### config.mk
export PLATFORM = sky130hd
export DESIGN_NAME = regfile_wb_scheduler_flat
export DESIGN_NICKNAME = d
export VERILOG_FILES = /design/src/rtl/regfile_wb_scheduler_pkg.sv /design/src/rtl/regfile_wb_scheduler_if.sv /design/src/rtl/regfile_wb_fifo.sv /design/src/rtl/regfile_wb_scheduler.sv /design/src/flat_wrapper.sv
export SDC_FILE = /design/constraint.sdc
export NUM_CORES = 1
export LEC_CHECK = 0
export CAP_MARGIN = 20
export CORE_MARGIN = 3
export CORE_UTILIZATION = 40
export CTS_CLUSTER_SIZE = 25
export DETAILED_ROUTE_END_ITERATION = 8
export HOLD_SLACK_MARGIN = 0.12
export MAX_ROUTING_LAYER = met4
export PLACE_DENSITY = 0.68
export SYNTH_ARGS = -nofsm -noshare
export SYNTH_HDL_FRONTEND = slang
export SYNTH_SLANG_ARGS = --single-unit
### constraint.sdc
create_clock -name clk -period 3.7 [get_ports clk]
set_clock_uncertainty 0.15 [all_clocks]
set_input_delay 0.74 -clock clk [delete_from_list [all_inputs] [get_ports clk]]
set_output_delay 0.74 -clock clk [all_outputs]
set_load 0.02 [all_outputs]
### src/rtl/regfile_wb_scheduler_pkg.sv
// Shared widths, writeback entry layout and write-port source encoding for the
// register-file writeback scheduler.
package regfile_wb_scheduler_pkg;

   localparam int                   REG_IDX_W = 5;
   localparam int                   XLEN      = 32;
   localparam logic [REG_IDX_W-1:0] ZERO_REG  = '0;
   localparam int                   ENTRY_W   = REG_IDX_W + XLEN;

   typedef struct packed {
      logic [REG_IDX_W-1:0] rd;
      logic [XLEN-1:0]      data;
   } wb_entry_t;

   typedef enum logic [1:0] {
      WB_IDLE = 2'd0,
      WB_PIPE = 2'd1,
      WB_FIFO = 2'd2
   } wb_src_e;

   function automatic logic [31:0] onehot_reg(input logic [REG_IDX_W-1:0] idx);
      return 32'd1 << idx;
   endfunction

endpackage

### src/rtl/regfile_wb_scheduler_if.sv
// Decode, writeback and register-file signals of the writeback scheduler,
// plus debug taps exposing the busy scoreboard and the current write-port source.
interface regfile_wb_scheduler_if
   import regfile_wb_scheduler_pkg::*;
#(
   parameter int MDU_FIFO_DEPTH = 2
) ();

   localparam int PEND_W = $clog2(MDU_FIFO_DEPTH) + 1;

   logic                 issue_valid;
   logic                 issue_is_mdu;
   logic [REG_IDX_W-1:0] dec_rs1;
   logic [REG_IDX_W-1:0] dec_rs2;
   logic [REG_IDX_W-1:0] dec_rd;
   logic                 dec_use_rs1;
   logic                 dec_use_rs2;
   logic                 dec_use_rd;
   logic                 dec_stall;

   logic                 pipe_wb_valid;
   logic [REG_IDX_W-1:0] pipe_wb_rd;
   logic [XLEN-1:0]      pipe_wb_data;
   logic                 pipe_hold;

   // MDU handshake: a result transfers at a posedge where mdu_wb_valid and
   // mdu_wb_ready are both 1; the source holds rd/data stable until then.
   logic                 mdu_wb_valid;
   logic [REG_IDX_W-1:0] mdu_wb_rd;
   logic [XLEN-1:0]      mdu_wb_data;
   logic                 mdu_wb_ready;
   logic [PEND_W-1:0]    mdu_pending;

   logic                 rf_write_enable;
   logic [REG_IDX_W-1:0] rf_rd;
   logic [XLEN-1:0]      rf_rd_din;
   logic                 err_sticky;

   logic [31:0]          dbg_busy;
   wb_src_e              dbg_src;

   modport slave (
      input  issue_valid, issue_is_mdu, dec_rs1, dec_rs2, dec_rd,
             dec_use_rs1, dec_use_rs2, dec_use_rd,
             pipe_wb_valid, pipe_wb_rd, pipe_wb_data,
             mdu_wb_valid, mdu_wb_rd, mdu_wb_data,
      output dec_stall, pipe_hold, mdu_wb_ready, mdu_pending,
             rf_write_enable, rf_rd, rf_rd_din, err_sticky,
             dbg_busy, dbg_src
   );

   modport master (
      output issue_valid, issue_is_mdu, dec_rs1, dec_rs2, dec_rd,
             dec_use_rs1, dec_use_rs2, dec_use_rd,
             pipe_wb_valid, pipe_wb_rd, pipe_wb_data,
             mdu_wb_valid, mdu_wb_rd, mdu_wb_data,
      input  dec_stall, pipe_hold, mdu_wb_ready, mdu_pending,
             rf_write_enable, rf_rd, rf_rd_din, err_sticky,
             dbg_busy, dbg_src
   );

endinterface

### src/rtl/regfile_wb_fifo.sv
// Synchronous FIFO buffering MDU results; full/empty/count come from registered
// state only, so a pop never frees a slot for a push in the same cycle.
module regfile_wb_fifo #(
   parameter int DEPTH = 2,
   parameter int W     = 37
) (
   input  logic                       i_clk,
   input  logic                       i_rst_n,
   input  logic                       i_push,
   input  logic [W-1:0]               i_din,
   input  logic                       i_pop,
   output logic [W-1:0]               o_dout,
   output logic                       o_full,
   output logic                       o_empty,
   output logic [$clog2(DEPTH):0]     o_count
);

   localparam int AW = $clog2(DEPTH);
   localparam int CW = AW + 1;

   logic [W-1:0]  r_mem [DEPTH];
   logic [AW-1:0] r_wr_ptr;
   logic [AW-1:0] r_rd_ptr;
   logic [CW-1:0] r_count;
   logic          w_do_push;
   logic          w_do_pop;

   assign o_full    = (r_count == CW'(DEPTH));
   assign o_empty   = (r_count == '0);
   assign o_count   = r_count;
   assign o_dout    = r_mem[r_rd_ptr];
   assign w_do_push = i_push & ~o_full;
   assign w_do_pop  = i_pop & ~o_empty;

   // Depth is a power of two, so pointers wrap by natural overflow.
   always_ff @(posedge i_clk) begin
      if (!i_rst_n) begin
         r_wr_ptr <= '0;
         r_rd_ptr <= '0;
         r_count  <= '0;
      end else begin
         if (w_do_push) r_wr_ptr <= r_wr_ptr + AW'(1);
         if (w_do_pop)  r_rd_ptr <= r_rd_ptr + AW'(1);
         case ({w_do_push, w_do_pop})
            2'b10:   r_count <= r_count + CW'(1);
            2'b01:   r_count <= r_count - CW'(1);
            default: r_count <= r_count;
         endcase
      end
   end

   always_ff @(posedge i_clk) begin
      if (w_do_push) r_mem[r_wr_ptr] <= i_din;
   end

endmodule

### src/rtl/regfile_wb_scheduler.sv
// Arbitrates the register file's single write port between the in-order pipe
// and buffered MDU results, tracks outstanding MDU destinations and stalls decode.
module regfile_wb_scheduler
   import regfile_wb_scheduler_pkg::*;
#(
   parameter int MDU_FIFO_DEPTH = 2,
   parameter int STARVE_LIMIT   = 4
) (
   input  logic                   clk,
   input  logic                   reset,
   regfile_wb_scheduler_if.slave  bus
);

   localparam int                PEND_W      = $clog2(MDU_FIFO_DEPTH) + 1;
   localparam int                CNT_W       = (STARVE_LIMIT > 1) ? $clog2(STARVE_LIMIT) : 1;
   localparam logic [CNT_W-1:0]  STARVE_LAST = CNT_W'(STARVE_LIMIT - 1);

   logic [31:0]        r_busy;
   logic [CNT_W-1:0]   r_starve_cnt;
   logic               r_pipe_hold;
   logic               r_err_sticky;

   logic [ENTRY_W-1:0] w_head_raw;
   wb_entry_t          w_head;
   wb_entry_t          w_mdu_entry;
   wb_entry_t          w_winner;
   wb_src_e            w_src;
   logic               w_full;
   logic               w_empty;
   logic               w_push;
   logic               w_pop;
   logic [PEND_W-1:0]  w_count;
   logic               w_dec_stall;
   logic               w_issue_set;
   logic [31:0]        w_set_mask;
   logic [31:0]        w_clr_mask;
   logic               w_starve_inc;
   logic               w_err_event;

   assign w_mdu_entry = '{rd: bus.mdu_wb_rd, data: bus.mdu_wb_data};
   assign w_push      = bus.mdu_wb_valid & ~w_full;
   assign w_head      = wb_entry_t'(w_head_raw);

   regfile_wb_fifo #(
      .DEPTH (MDU_FIFO_DEPTH),
      .W     (ENTRY_W)
   ) u_fifo (
      .i_clk   (clk),
      .i_rst_n (reset),
      .i_push  (w_push),
      .i_din   (w_mdu_entry),
      .i_pop   (w_pop),
      .o_dout  (w_head_raw),
      .o_full  (w_full),
      .o_empty (w_empty),
      .o_count (w_count)
   );

   // Pipe has absolute priority; an rd==0 winner is still consumed.
   always_comb begin
      w_src    = WB_IDLE;
      w_winner = '0;
      if (bus.pipe_wb_valid) begin
         w_src    = WB_PIPE;
         w_winner = '{rd: bus.pipe_wb_rd, data: bus.pipe_wb_data};
      end else if (!w_empty) begin
         w_src    = WB_FIFO;
         w_winner = w_head;
      end
   end

   assign w_pop = (w_src == WB_FIFO);

   assign w_dec_stall = (bus.dec_use_rs1 & r_busy[bus.dec_rs1])
                      | (bus.dec_use_rs2 & r_busy[bus.dec_rs2])
                      | (bus.dec_use_rd  & r_busy[bus.dec_rd]);

   assign w_issue_set = bus.issue_valid & ~w_dec_stall & bus.issue_is_mdu
                      & (bus.dec_rd != ZERO_REG);
   assign w_set_mask  = w_issue_set ? onehot_reg(bus.dec_rd) : 32'd0;
   assign w_clr_mask  = w_pop ? onehot_reg(w_head.rd) : 32'd0;

   assign w_starve_inc = bus.pipe_wb_valid & ~w_empty;

   assign w_err_event = (bus.pipe_wb_valid & r_pipe_hold)
                      | (bus.mdu_wb_valid & (bus.mdu_wb_rd != ZERO_REG) & ~r_busy[bus.mdu_wb_rd])
                      | (bus.mdu_wb_valid & w_full);

   // Set is OR-ed after clear so a same-register set/clear leaves it busy.
   always_ff @(posedge clk) begin
      if (!reset) begin
         r_busy       <= '0;
         r_starve_cnt <= '0;
         r_pipe_hold  <= 1'b0;
         r_err_sticky <= 1'b0;
      end else begin
         r_busy <= ((r_busy & ~w_clr_mask) | w_set_mask) & ~32'd1;
         if (w_starve_inc) begin
            if (r_starve_cnt == STARVE_LAST) begin
               r_starve_cnt <= '0;
               r_pipe_hold  <= 1'b1;
            end else begin
               r_starve_cnt <= r_starve_cnt + CNT_W'(1);
               r_pipe_hold  <= 1'b0;
            end
         end else begin
            r_starve_cnt <= '0;
            r_pipe_hold  <= 1'b0;
         end
         if (w_err_event) r_err_sticky <= 1'b1;
      end
   end

   assign bus.dec_stall       = w_dec_stall;
   assign bus.pipe_hold       = r_pipe_hold;
   assign bus.mdu_wb_ready    = ~w_full;
   assign bus.mdu_pending     = w_count;
   assign bus.rf_write_enable = (w_src != WB_IDLE) & (w_winner.rd != ZERO_REG);
   assign bus.rf_rd           = w_winner.rd;
   assign bus.rf_rd_din       = w_winner.data;
   assign bus.err_sticky      = r_err_sticky;
   assign bus.dbg_busy        = r_busy;
   assign bus.dbg_src         = w_src;

endmodule

### src/flat_wrapper.sv
// flat-port wrapper written by rule: the top's interface ports become plain ports
module regfile_wb_scheduler_flat import regfile_wb_scheduler_pkg::*;
#(
   parameter int MDU_FIFO_DEPTH = 2,
   parameter int STARVE_LIMIT   = 4
)
  (clk, reset, bus_issue_valid, bus_issue_is_mdu, bus_dec_rs1, bus_dec_rs2, bus_dec_rd, bus_dec_use_rs1, bus_dec_use_rs2, bus_dec_use_rd, bus_pipe_wb_valid, bus_pipe_wb_rd, bus_pipe_wb_data, bus_mdu_wb_valid, bus_mdu_wb_rd, bus_mdu_wb_data, bus_dec_stall, bus_pipe_hold, bus_mdu_wb_ready, bus_mdu_pending, bus_rf_write_enable, bus_rf_rd, bus_rf_rd_din, bus_err_sticky, bus_dbg_busy, bus_dbg_src);
  regfile_wb_scheduler_if #(.MDU_FIFO_DEPTH(MDU_FIFO_DEPTH)) bus_i ();
  input  logic clk;
  input  logic reset;
  input wire logic [$bits(bus_i.issue_valid)-1:0] bus_issue_valid;
  input wire logic [$bits(bus_i.issue_is_mdu)-1:0] bus_issue_is_mdu;
  input wire logic [$bits(bus_i.dec_rs1)-1:0] bus_dec_rs1;
  input wire logic [$bits(bus_i.dec_rs2)-1:0] bus_dec_rs2;
  input wire logic [$bits(bus_i.dec_rd)-1:0] bus_dec_rd;
  input wire logic [$bits(bus_i.dec_use_rs1)-1:0] bus_dec_use_rs1;
  input wire logic [$bits(bus_i.dec_use_rs2)-1:0] bus_dec_use_rs2;
  input wire logic [$bits(bus_i.dec_use_rd)-1:0] bus_dec_use_rd;
  input wire logic [$bits(bus_i.pipe_wb_valid)-1:0] bus_pipe_wb_valid;
  input wire logic [$bits(bus_i.pipe_wb_rd)-1:0] bus_pipe_wb_rd;
  input wire logic [$bits(bus_i.pipe_wb_data)-1:0] bus_pipe_wb_data;
  input wire logic [$bits(bus_i.mdu_wb_valid)-1:0] bus_mdu_wb_valid;
  input wire logic [$bits(bus_i.mdu_wb_rd)-1:0] bus_mdu_wb_rd;
  input wire logic [$bits(bus_i.mdu_wb_data)-1:0] bus_mdu_wb_data;
  output wire logic [$bits(bus_i.dec_stall)-1:0] bus_dec_stall;
  output wire logic [$bits(bus_i.pipe_hold)-1:0] bus_pipe_hold;
  output wire logic [$bits(bus_i.mdu_wb_ready)-1:0] bus_mdu_wb_ready;
  output wire logic [$bits(bus_i.mdu_pending)-1:0] bus_mdu_pending;
  output wire logic [$bits(bus_i.rf_write_enable)-1:0] bus_rf_write_enable;
  output wire logic [$bits(bus_i.rf_rd)-1:0] bus_rf_rd;
  output wire logic [$bits(bus_i.rf_rd_din)-1:0] bus_rf_rd_din;
  output wire logic [$bits(bus_i.err_sticky)-1:0] bus_err_sticky;
  output wire logic [$bits(bus_i.dbg_busy)-1:0] bus_dbg_busy;
  output wire logic [$bits(bus_i.dbg_src)-1:0] bus_dbg_src;
  assign bus_i.issue_valid = bus_issue_valid;
  assign bus_i.issue_is_mdu = bus_issue_is_mdu;
  assign bus_i.dec_rs1 = bus_dec_rs1;
  assign bus_i.dec_rs2 = bus_dec_rs2;
  assign bus_i.dec_rd = bus_dec_rd;
  assign bus_i.dec_use_rs1 = bus_dec_use_rs1;
  assign bus_i.dec_use_rs2 = bus_dec_use_rs2;
  assign bus_i.dec_use_rd = bus_dec_use_rd;
  assign bus_i.pipe_wb_valid = bus_pipe_wb_valid;
  assign bus_i.pipe_wb_rd = bus_pipe_wb_rd;
  assign bus_i.pipe_wb_data = bus_pipe_wb_data;
  assign bus_i.mdu_wb_valid = bus_mdu_wb_valid;
  assign bus_i.mdu_wb_rd = bus_mdu_wb_rd;
  assign bus_i.mdu_wb_data = bus_mdu_wb_data;
  assign bus_dec_stall = bus_i.dec_stall;
  assign bus_pipe_hold = bus_i.pipe_hold;
  assign bus_mdu_wb_ready = bus_i.mdu_wb_ready;
  assign bus_mdu_pending = bus_i.mdu_pending;
  assign bus_rf_write_enable = bus_i.rf_write_enable;
  assign bus_rf_rd = bus_i.rf_rd;
  assign bus_rf_rd_din = bus_i.rf_rd_din;
  assign bus_err_sticky = bus_i.err_sticky;
  assign bus_dbg_busy = bus_i.dbg_busy;
  assign bus_dbg_src = bus_i.dbg_src;
  regfile_wb_scheduler #(.MDU_FIFO_DEPTH(MDU_FIFO_DEPTH), .STARVE_LIMIT(STARVE_LIMIT)) u_core (.clk(clk), .reset(reset), .bus(bus_i));
endmodule
==> results.md, run 1 <==
- Status: completed
- Kind of cell adding the most delay to the critical path: compound AO/OA/AOI/OAI gates
- Gr usage total: 0.232
- Deepest clock path buffer count: 2
- Final setup vio count: 0
- Reg2Reg Depth: 7
- Number of remaining DRC errors: 0
- Initial DRC Count: 431
- Post-synthesis instance area: ~5900 um^2
- Sequential area share after synthesis: 0.509
- VDD IR max: 0.278 mV
- First-pass GRT wire length: 28.4 mm
- Clk_lat worst skew: 410 ps
- Die H: 128 um
- Crit Path Class: in -> out
- Root buf cell: clkbuf_16
- Initial antenna violation count: 0
- Library cells used by synthesis: 48
- Leak: a little over 3 nW
- HP Start: u_core.r_starve_cnt[0]$_SDFF_PP0_
- Post-DP HPWL: 13.8 mm
- Cts bufs inserted: 17
- Die Area: 16400 um^2
- Core area: 14200 um^2
- Die width: about 130 um
- CP Depth: 7
- RSZ-0062 raised after global routing: false
- Setup crit end kind: output pin
- WHS: 285 ps
- Routed len/inst: 20.3 um
- Hold depth: 1
- Top cells by area, synth: edfxtp_1, dfxtp_1, mux2i_1, mux4_2, nand2_1
- Max-slew violation count: 0
- TritonRoute pass-1 iters: 7
- Largest net degree at the start of global routing: 40
- Total Power: around 4.6 mW
- CTS clock-pin slew for the worst setup and hold paths: 60 ps
- Ports: between 150 and 200
- Vias per inst: 5.70
- Number of synthesized flops with an enable pin: 74
- Final net count: 830
- Slowest CP cell: clkdlybuf4s50_1
- Most common flop cell mapped by yosys: edfxtp_1
- Worst endpoint required time: 2810 ps
- Area Overhead vs Synth: 47.2%
- Crit path arrival time: 2780 ps
- R2R setup slack: 1170 ps
- RD Place Congestion: 0.933
- Via Count: between 5000 and 6000
- Port bufs: approximately 170
- Num rows: 43
- Synth top area share: 0.374
- Syn_nets: approximately 640
- Largest stage delay, worst path: 490 ps
- Critical-path cell list: clkdlybuf4s50_1 > buf_4 > a2111oi_0 > o31ai_1 > o31ai_2 > nand4_4 > buf_6
- Hold EP: u_core.r_starve_cnt[0]$_SDFF_PP0_
- H-Tree Depth: 4
- Async SR Flop Fraction: 0
- Max-slew headroom: 0.329
- Layout fillers: about 1100
- Max-cap violations: 0
- Fmax: 273 MHz
- Slew @ Worst Pin: 996 ps
- Initial Util: 0.419
- Hold Path Class: reg -> reg
- Post-Synthesis Cells: 535
- Clk sinks: between 100 and 150
- Layout cells sized above 1: 0.159
- Setup bufs post-CTS: 0
- #FFs+latches synth: 114
- Cell Pwr Density: ~520 nW/um^2
- Critical path peak fanout: 18
- CTS tree: built
- Final Hold Vio Count: 0
- Biggest area consumer among synthesized cells: edfxtp_1
- Synth warn: 0
- GRT Residual Overflow: 0
- Ant diodes: 0
- Period utilization: 0.991
- Fin crit period: 3670 ps
- Total Wirelength: about 19 mm
- WP buf/inv: 3
- Syn Area/Cell: ~11 um^2
- Vias in the first global route: 5114
- Fin Setup TNS: 0 ps
- R2r startpoint: u_core.bus.dbg_busy[16]$_SDFF_PN0_
- Worst r2r dst: u_core.bus.dbg_busy[25]$_SDFF_PN0_
- Worst setup SP type: input port
- Antenna viol nets, final: 0
how the worst max path moves through the flow:
stage / slack [ps] / end / start
after floorplan: 400 / bus_dec_stall / bus_dec_rs1[1]
after global placement: -490 / bus_dec_stall / bus_dec_rs1[1]
after detailed placement: -530 / bus_dec_stall / bus_dec_rs1[1]
after CTS: 70 / bus_dec_stall / bus_dec_rs2[0]
after global routing: 2 / bus_dec_stall / bus_dec_rs2[0]
final: 30 / bus_dec_stall / bus_dec_rd[2]
report_power, final:
| group | switching [mW] | internal, mW | leakage [nW] |
|---|---|---|---|
| logic | 0.716 | 0.573 | 1.73 |
| clock network | 0.606 | 1.08 | 0.298 |
| registers | 0.0636 | 1.52 | 1.02 |
| total | 1.39 | 3.17 | 3.04 |
synth_stat cells, drive strengths merged, types with 4 or more instances:
cell type  instances
o211ai            24
nor3               5
o311ai             5
nand4              8
mux2               8
nand2b             6
nand2             76
nand3             20
nor2b             13
a21oi              4
mux4              22
dfxtp             40
edfxtp            74
nor2              13
clkbuf            24
o21ai             70
and2               5
mux2i             53
buf               18
nand3b             5
through the flow:
stage	cells	utilization	cell area (um^2)	worst slack (ps)
after detailed placement	891	0.569	8080	-532
final	923	0.616	8750	34.1
after CTS	923	0.616	8740	65.7
after global routing	923	0.616	8750	2.16
after global placement	891	0.569	8080	-492
after floorplan	535	-	5940	399
cells in the final DEF, fill, tap and decap left out, types with 5 or more instances in the layout:
| cell type | count |
|---|---|
| clkdlybuf4s50_1 | 170 |
| nand2_1 | 76 |
| edfxtp_1 | 74 |
| mux2i_1 | 53 |
| o21ai_0 | 41 |
| buf_4 | 41 |
| dfxtp_1 | 39 |
| o21ai_1 | 29 |
| o211ai_1 | 24 |
| mux4_2 | 22 |
| nand3_1 | 20 |
| clkbuf_16 | 17 |
| nor2b_1 | 13 |
| nor2_1 | 12 |
| mux2_2 | 8 |
| nand4_1 | 7 |
| inv_6 | 7 |
| nand2b_1 | 5 |
| nor3_1 | 5 |
| nand3b_1 | 5 |
| and2_1 | 5 |
| o311ai_0 | 5 |
state kept, by name (all words and copies together) (netlist names), named ones only:
signal,count
u_core.bus.err_sticky,1
u_core.bus.dbg_busy,31
u_core.u_fifo.r_mem,74
u_core.u_fifo.r_wr_ptr,1
u_core.bus.pipe_hold,1
u_core.u_fifo.o_count,2
u_core.u_fifo.r_rd_ptr,1
u_core.r_starve_cnt,2
final cells by class:
type / instances / area [um^2] / share of cell area
clock buffer: 17 / 425 / 0.0486
clock inverter: 15 / 195 / 0.0223
inverter: 3 / 11.3 / 0.00129
multi-input combinational: 376 / 2780 / 0.317
sequential: 114 / 3020 / 0.346
tap: 180 / 225 / 0.0257
timing repair buffer: 218 / 2090 / 0.239
layer usage:
layer	GRT usage	wire length [um]
met5	-	0
met2	0.358	8840
met1	0.292	7530
met3	0.0575	1810
met4	0.0980	532
kinds of logic after synthesis:
family	after synthesis	synth area share
other	1	0.000631
AO/OA/AOI/OAI	123	0.128
adder cells (fa/ha/maj)	2	0.00421
flip-flops	114	0.509
XOR/XNOR	3	0.00442
buffers and inverters	45	0.0324
multiplexers	83	0.188
AND/OR/NAND/NOR	164	0.134
repair_timing:
| action | CTS | global route |
|---|---|---|
| hold buffers | 0 | 0 |
| gates resized for setup | 15 | 2 |
| setup endpoints to repair | 1 | 1 |
| pin swaps | 3 | 0 |
No activity file was read; power rests on OpenSTA's default activity.
==> inputs of run 2 (changes only) <==
--- a/config.mk
+++ b/config.mk
@@ -5,7 +5,7 @@
 export SDC_FILE = /design/constraint.sdc
 export NUM_CORES = 1
 export LEC_CHECK = 0
-export CAP_MARGIN = 20
+export CAP_MARGIN = 30
 export CORE_MARGIN = 3
 export CORE_UTILIZATION = 40
 export CTS_CLUSTER_SIZE = 25
==> results of run 2 <==
No change in the layout: final DEF, timing and power equal those of run 1.
